$ cat config.mk
export PLATFORM = sky130hd
export DESIGN_NAME = parking_lot_ctrl
export DESIGN_NICKNAME = d
export VERILOG_FILES = /design/src/rtl/parking_lot_ctrl.sv
export SDC_FILE = /design/constraint.sdc
export NUM_CORES = 1
export LEC_CHECK = 0
export ABC_AREA = 1
export CAP_MARGIN = 25
export CELL_PAD_IN_SITES_DETAIL_PLACEMENT = 1
export CELL_PAD_IN_SITES_GLOBAL_PLACEMENT = 2
export CORE_MARGIN = 3
export CORE_UTILIZATION = 34
export DETAILED_ROUTE_END_ITERATION = 10
export PLACE_DENSITY = 0.86
export SLEW_MARGIN = 20
export SYNTH_ARGS = -nofsm -noshare
export SYNTH_HDL_FRONTEND = slang
export SYNTH_SLANG_ARGS = --single-unit
$ cat constraint.sdc
create_clock -name clk -period 3.53 [get_ports clk]
set_clock_uncertainty 0.05 [all_clocks]
set_input_delay 0.5295 -clock clk [delete_from_list [all_inputs] [get_ports clk]]
set_output_delay 0.5295 -clock clk [all_outputs]
set_load 0.005 [all_outputs]
$ cat src/rtl/parking_lot_ctrl.sv
// parking_lot_ctrl
//   Multi-lane car-park controller. Each lane runs an entry/exit sequence FSM
//   on an outer (a) / inner (b) beam-sensor pair. Completed sequences are
//   arbitrated against a shared, saturating occupancy counter.
// Ports
//   clk        rising-edge clock
//   reset      asynchronous, active-low reset
//   a, b       per-lane outer / inner sensor, 1 = blocked (clk-synchronous)
//   entry      1-cycle pulse, accepted entry on lane i
//   exit       1-cycle pulse, accepted exit on lane i
//   reject     1-cycle pulse, entry completed on lane i with no space left
//   underflow  1-cycle pulse, at least one exit completed with nothing to leave
//   lane_fault 1-cycle pulse, lane i sat too long in a non-idle state
//   count      current occupancy (0..CAPACITY)
//   full       count == CAPACITY
//   empty      count == 0
module parking_lot_ctrl #(
  parameter int unsigned LANES    = 2,
  parameter int unsigned CAPACITY = 15,
  parameter int unsigned CNT_W    = 4,
  parameter int unsigned TIMEOUT  = 1000
) (
  input  logic             clk,
  input  logic             reset,
  input  logic [LANES-1:0] a,
  input  logic [LANES-1:0] b,
  output logic [LANES-1:0] entry,
  output logic [LANES-1:0] exit,
  output logic [LANES-1:0] reject,
  output logic             underflow,
  output logic [LANES-1:0] lane_fault,
  output logic [CNT_W-1:0] count,
  output logic             full,
  output logic             empty
);

  localparam int unsigned    TW    = (TIMEOUT > 2) ? $clog2(TIMEOUT) : 1;
  localparam logic [TW-1:0]  TMAX  = TW'(TIMEOUT - 1);
  localparam logic [TW-1:0]  TONE  = TW'(1);
  localparam logic [CNT_W-1:0] CAP_W = CNT_W'(CAPACITY);
  localparam logic [CNT_W-1:0] CONE  = CNT_W'(1);

  typedef enum logic [2:0] {
    S_IDLE, S_E1, S_E2, S_E3, S_X1, S_X2, S_X3, S_WAIT
  } state_t;

  state_t           state_q [LANES];
  state_t           state_d [LANES];
  logic [TW-1:0]    timer_q [LANES];
  logic [TW-1:0]    timer_d [LANES];
  logic [LANES-1:0] fault_d;
  logic [LANES-1:0] done_e;
  logic [LANES-1:0] done_x;
  logic [LANES-1:0] entry_d;
  logic [LANES-1:0] exit_d;
  logic [LANES-1:0] reject_d;
  logic             underflow_d;
  logic [CNT_W-1:0] cnt_next;

  // Sensor-pattern transition table; any pattern not listed falls to WAIT.
  function automatic state_t lane_step(input state_t s, input logic [1:0] ab);
    state_t n;
    n = S_WAIT;
    case (s)
      S_IDLE: case (ab)
        2'b00:   n = S_IDLE;
        2'b10:   n = S_E1;
        2'b01:   n = S_X1;
        default: n = S_WAIT;
      endcase
      S_E1: case (ab)
        2'b10:   n = S_E1;
        2'b11:   n = S_E2;
        2'b00:   n = S_IDLE;
        default: n = S_WAIT;
      endcase
      S_E2: case (ab)
        2'b11:   n = S_E2;
        2'b01:   n = S_E3;
        2'b10:   n = S_E1;
        default: n = S_WAIT;
      endcase
      S_E3: case (ab)
        2'b01:   n = S_E3;
        2'b11:   n = S_E2;
        2'b00:   n = S_IDLE;
        default: n = S_WAIT;
      endcase
      S_X1: case (ab)
        2'b01:   n = S_X1;
        2'b11:   n = S_X2;
        2'b00:   n = S_IDLE;
        default: n = S_WAIT;
      endcase
      S_X2: case (ab)
        2'b11:   n = S_X2;
        2'b10:   n = S_X3;
        2'b01:   n = S_X1;
        default: n = S_WAIT;
      endcase
      S_X3: case (ab)
        2'b10:   n = S_X3;
        2'b11:   n = S_X2;
        2'b00:   n = S_IDLE;
        default: n = S_WAIT;
      endcase
      default: n = (ab == 2'b00) ? S_IDLE : S_WAIT;
    endcase
    return n;
  endfunction

  // State register, timers and registered outputs.
  always_ff @(posedge clk or negedge reset) begin
    if (!reset) begin
      for (int unsigned i = 0; i < LANES; i++) begin
        state_q[i] <= S_IDLE;
        timer_q[i] <= '0;
      end
      entry      <= '0;
      exit       <= '0;
      reject     <= '0;
      underflow  <= 1'b0;
      lane_fault <= '0;
      count      <= '0;
      full       <= 1'b0;
      empty      <= 1'b1;
    end else begin
      for (int unsigned i = 0; i < LANES; i++) begin
        state_q[i] <= state_d[i];
        timer_q[i] <= timer_d[i];
      end
      entry      <= entry_d;
      exit       <= exit_d;
      reject     <= reject_d;
      underflow  <= underflow_d;
      lane_fault <= fault_d;
      count      <= cnt_next;
      full       <= (cnt_next == CAP_W);
      empty      <= (cnt_next == '0);
    end
  end

  // Next state. A genuine state change has priority over the timeout, so a
  // completion on the last allowed cycle is never lost.
  always_comb begin : next_state
    state_t raw;
    fault_d = '0;
    for (int unsigned i = 0; i < LANES; i++) begin
      raw        = lane_step(state_q[i], {a[i], b[i]});
      state_d[i] = raw;
      timer_d[i] = '0;
      if (raw == state_q[i] && state_q[i] != S_IDLE) begin
        if (timer_q[i] == TMAX) begin
          state_d[i] = S_WAIT;
          fault_d[i] = 1'b1;
        end else begin
          timer_d[i] = timer_q[i] + TONE;
        end
      end
    end
  end

  // Completion decode and occupancy arbitration.
  // Exits are served first against the current count (lowest lane first),
  // entries then fill the space left after the accepted exits.
  always_comb begin : outputs
    logic [CNT_W-1:0] x_left;
    logic [CNT_W-1:0] room;
    done_e      = '0;
    done_x      = '0;
    entry_d     = '0;
    exit_d      = '0;
    reject_d    = '0;
    underflow_d = 1'b0;
    x_left      = count;
    for (int unsigned i = 0; i < LANES; i++) begin
      done_e[i] = (state_q[i] == S_E3) && ({a[i], b[i]} == 2'b00);
      done_x[i] = (state_q[i] == S_X3) && ({a[i], b[i]} == 2'b00);
    end
    for (int unsigned i = 0; i < LANES; i++) begin
      if (done_x[i]) begin
        if (x_left != '0) begin
          exit_d[i] = 1'b1;
          x_left    = x_left - CONE;
        end else begin
          underflow_d = 1'b1;
        end
      end
    end
    room     = CAP_W - x_left;
    cnt_next = x_left;
    for (int unsigned i = 0; i < LANES; i++) begin
      if (done_e[i]) begin
        if (room != '0) begin
          entry_d[i] = 1'b1;
          room       = room - CONE;
          cnt_next   = cnt_next + CONE;
        end else begin
          reject_d[i] = 1'b1;
        end
      end
    end
  end

endmodule

==> flow_summary.toml <==
[run_status]
outcome = "finished clean"

[worst_hold_path]
min_path_type = "input pin to async pin"

[power]
clockPowerShare_pct = 13.2
internal_power_mw = 1.34
seqPwrFrac_pct = 26.2
p_comb_share_pct = 60.5
sw_frac_of_total_pct = 46.5
vdd.ir_drop.worst_mv = 0.239
power.switching_mw = 1.17
power_density_nw_per_um2 = 673
static-leakage-power_nw = 1.85
total_power_mw = 2.50

[setup_path]
worst_r2r_path_depth = 26
arrival_time_of_the_worst_setup_path_ns = 3.43
critPathLaunch = "state_q[3]"
setup.worst_path.end = "full"
worst_ep_required_ns = 3.71
criticalPathCategory = "flip-flop to flip-flop"
critical_path.endpoint_type = "flip-flop"
worst-path-max-fanout = 5
rr_endpoint = "full"
regToRegStartpoint = "state_q[3]"
startpoint_class_of_the_critical_path = "flip-flop"
timing.reg2reg.setup_slack_ns = 0.29

[floorplan]
io_pins = 21
std_cell_rows = 32
start_util_pct = 36.1
area_of_the_placeable_core_um2 = 7970
die_width_um = 97.9
die_extent_in_y_um = 97.9
die-area_um2 = 9590

[routing]
drt-initial-drc-count = 95
detailedRoute.firstPassIterationCount = 4
final_antenna_net_count = 0
detailroute.via_count = 2773
finalWirelength_mm = 7.63
post_drt_wl_per_cell_um = 13.3
routed_via_density = 4.85
drt_drc_violations_left = 0

[timing]
max_slew_margin_pct = 58.7
max_freq_mhz = 308
finalSetupViolCount = 0
setup_total_negative_slack_ns = 0
timing_hold_violations_final = 0
layout_min_cycle_time_ns = 3.24
timing.final.max_slew_violations = 0
timing_worst_slew_pin_value_ns = 0.614
layout_worst_path_cycle_share_pct = 91.9
whs_ns = 0.107

[clock_network]
worstSkewPairLatency_ns = 0.29
tritoncts = "done"
worst_setup_hold_path_clk_slew_ns = 0.09
clk_root_buffer_cell = "sky130_fd_sc_hd__clkbuf_8"
numCtsBuffers = 5
h-tree-depth = 2
clockBufferDepth = 2
numClockSinks = 41

[global_routing]
grt_pass1_vias = 2943
grt_overflow_total = 0
grt_first_pass_wirelength_mm = 13.3
track_usage_pct = 16.3
maximum_number_of_pins_on_one_net_before_global_route_repair = 42
initial_antenna_violation_count = 0

[placement]
portBuffers = 20
placed_area_um2 = 3480
hpwl_mm = 6.01
gp_congestion = 0.840

[layout]
regArea_um2 = 1030
post_layout_util_pct = 46.7
final.fill_count = 1039
multi_input_comb_area_um2 = 1670
synthToLayoutAreaGrowth_pct = 29.5
antenna_cells = 0
nets = 497
drive_gt1_share_pct = 20.6
layout.cell_area.non_filler_um2 = 3720

[logic_synthesis]
synth.top_cell.area_share_pct = 34.8
syn-cell-area_um2 = 2870
yosysUniqueCellTypes = 38
yosys_register_bits = 41
synth_warnings = 0
syn_nets = 425
ys_seq_area_share_pct = 35.8
synth_area_per_cell_um2 = 7.24
post_synth_inst_count = 397
yosys-top-cells-area = "sky130_fd_sc_hd__dfrtp_1 (35%), sky130_fd_sc_hd__nand2_1 (12%), sky130_fd_sc_hd__ha_1 (9.6%), sky130_fd_sc_hd__nor2_1 (8.0%), sky130_fd_sc_hd__inv_1 (7.4%)"
synthDominantAreaCellType = "sky130_fd_sc_hd__dfrtp_1"

[job]
max_cap_viol_count = 0
==> stage by stage <==
step | setup WS, ns | std cells
finish | 0.286 | 572
global route | -0.0578 | 572
detailed placement | -0.436 | 556
floorplan | 0.178 | 397
global placement | -0.230 | 556
CTS | 0.00899 | 564
==> synth_stat cells (all sizes together) <==
library cell and number:
buf 2, o21bai 1, xor2 11, o22ai 4, dfrtp 40, xnor2 2, nor3b 1, nor4 7
a21oi 8, a21o 1, o221ai 1, a221oi 2, o21a 1, nor2 65, nor3 11, a211oi 1
a31oi 2, or2 1, nand4 7, o2bb2ai 1, nand3 30, nand2 100, ha 22, dfstp 1
inv 62, o2111ai 1, or4 1, nand3b 1, o21ai 8, o211ai 2
==> layout make-up <==
cell class	count	area share, %
Multi-Input combinational cell	292	44.9
Sequential cell	41	27.7
Timing Repair Buffer	67	15.2
Inverter	62	6.25
Tap cell	102	3.43
Clock buffer	5	1.85
Clock inverter	3	0.672
==> cells by family (layout without fill, tap and decap cells) <==
family                   Yosys count  count (layout)  share of synthesized area (%)
buffers and inverters             64             137                           8.45
AND/OR/NAND/NOR                  224             224                           34.8
flip-flops                        41              41                           35.8
adder cells (fa/ha/maj)           22              22                           9.58
AO/OA/AOI/OAI                     33              33                           7.45
XOR/XNOR                          13              13                           3.96
==> repair_timing <==
| item | CTS | global route |
|---|---|---|
| resized for setup | 6 | 17 |
| endpoints found under the setup margin | 3 | 7 |
| pin swaps | 1 | 6 |
| cloned | 0 | 0 |
| hold buffers | 0 | 0 |
| buffers inserted | 0 | 7 |
==> registers in the layout (all words and copies together), names as in the netlist <==
signal / count
timer_q: 20
reject: 2
state_q: 6
count: 4
full: 1
exit: 2
empty: 1
entry: 2
underflow: 1
lane_fault: 2
==> worst min-delay path by stage <==
| stage | start | end | slack, ns | cells past startpoint |
|---|---|---|---|---|
| 3_3_place_gp | timer_q[10] | timer_q[10] | 0.40 | 1 |
| 4_1_cts | reset | timer_q[15] | 0.37 | 1 |
| 3_5_place_dp | timer_q[0] | timer_q[0] | 0.42 | 1 |
| 5_1_grt | reset | timer_q[8] | 0.13 | 1 |
| 6_report | reset | reject[1] | 0.11 | 1 |
| 2_1_floorplan | reset | count[0] | 0.18 | 0 |
==> per-layer routing <==
layer | wire [µm] | GRT usage [%] | share of wire [%] | vias to the layer above
li1 | - | - | - | 1411
met1 | 3540 | 20.5 | 46 | 1333
met2 | 3870 | 28.8 | 51 | 21
met3 | 97 | 1.71 | 1.3 | 8
met4 | 128 | 5.86 | 1.7 | 0
met5 | 0 | 0 | 0 | -
==> power groups by stage <==
stage / combinational (mW) / sequential [mW] / clock, mW
after floorplan: 0.905 / 0.626 / 0
after global placement: 1.35 / 0.664 / 0
after detailed placement: 1.39 / 0.668 / 0
after CTS: 1.41 / 0.658 / 0.342
after global routing: 1.72 / 0.670 / 0.364
final: 1.52 / 0.657 / 0.331
==> cell usage in the layout (no fill, tap or decap), types with 9 or more instances in the layout <==
cell,count
sky130_fd_sc_hd__buf_4,46
sky130_fd_sc_hd__clkdlybuf4s50_1,17
sky130_fd_sc_hd__dfrtp_1,38
sky130_fd_sc_hd__ha_1,19
sky130_fd_sc_hd__inv_1,53
sky130_fd_sc_hd__inv_2,9
sky130_fd_sc_hd__nand2_1,87
sky130_fd_sc_hd__nand2_2,13
sky130_fd_sc_hd__nand3_1,27
sky130_fd_sc_hd__nor2_1,60
sky130_fd_sc_hd__nor3_1,11
sky130_fd_sc_hd__xor2_1,11
==> worst max-delay path, stage by stage, from the launching register on <==
cell and delay [ns]:
sky130_fd_sc_hd__dfrtp_2 0.45, sky130_fd_sc_hd__inv_2 0.10, sky130_fd_sc_hd__nand3_2 0.14, sky130_fd_sc_hd__nor2_4 0.16, sky130_fd_sc_hd__nand2_1 0.07, sky130_fd_sc_hd__nand2_1 0.08, sky130_fd_sc_hd__inv_1 0.06, sky130_fd_sc_hd__ha_2 0.18
sky130_fd_sc_hd__nand2_1 0.07, sky130_fd_sc_hd__nor2_1 0.04, sky130_fd_sc_hd__nor2_2 0.14, sky130_fd_sc_hd__nand2_1 0.09, sky130_fd_sc_hd__nand2_2 0.08, sky130_fd_sc_hd__ha_1 0.13, sky130_fd_sc_hd__inv_1 0.06, sky130_fd_sc_hd__a21oi_2 0.14
sky130_fd_sc_hd__nand2_2 0.09, sky130_fd_sc_hd__nand2_2 0.08, sky130_fd_sc_hd__nand2_1 0.08, sky130_fd_sc_hd__nand2_1 0.06, sky130_fd_sc_hd__inv_1 0.06, sky130_fd_sc_hd__ha_1 0.20, sky130_fd_sc_hd__nand2_2 0.09, sky130_fd_sc_hd__xnor2_2 0.12
sky130_fd_sc_hd__o21bai_4 0.15, sky130_fd_sc_hd__nand2_1 0.08, sky130_fd_sc_hd__nor2_2 0.12
Power figures use the tool's default switching activity.
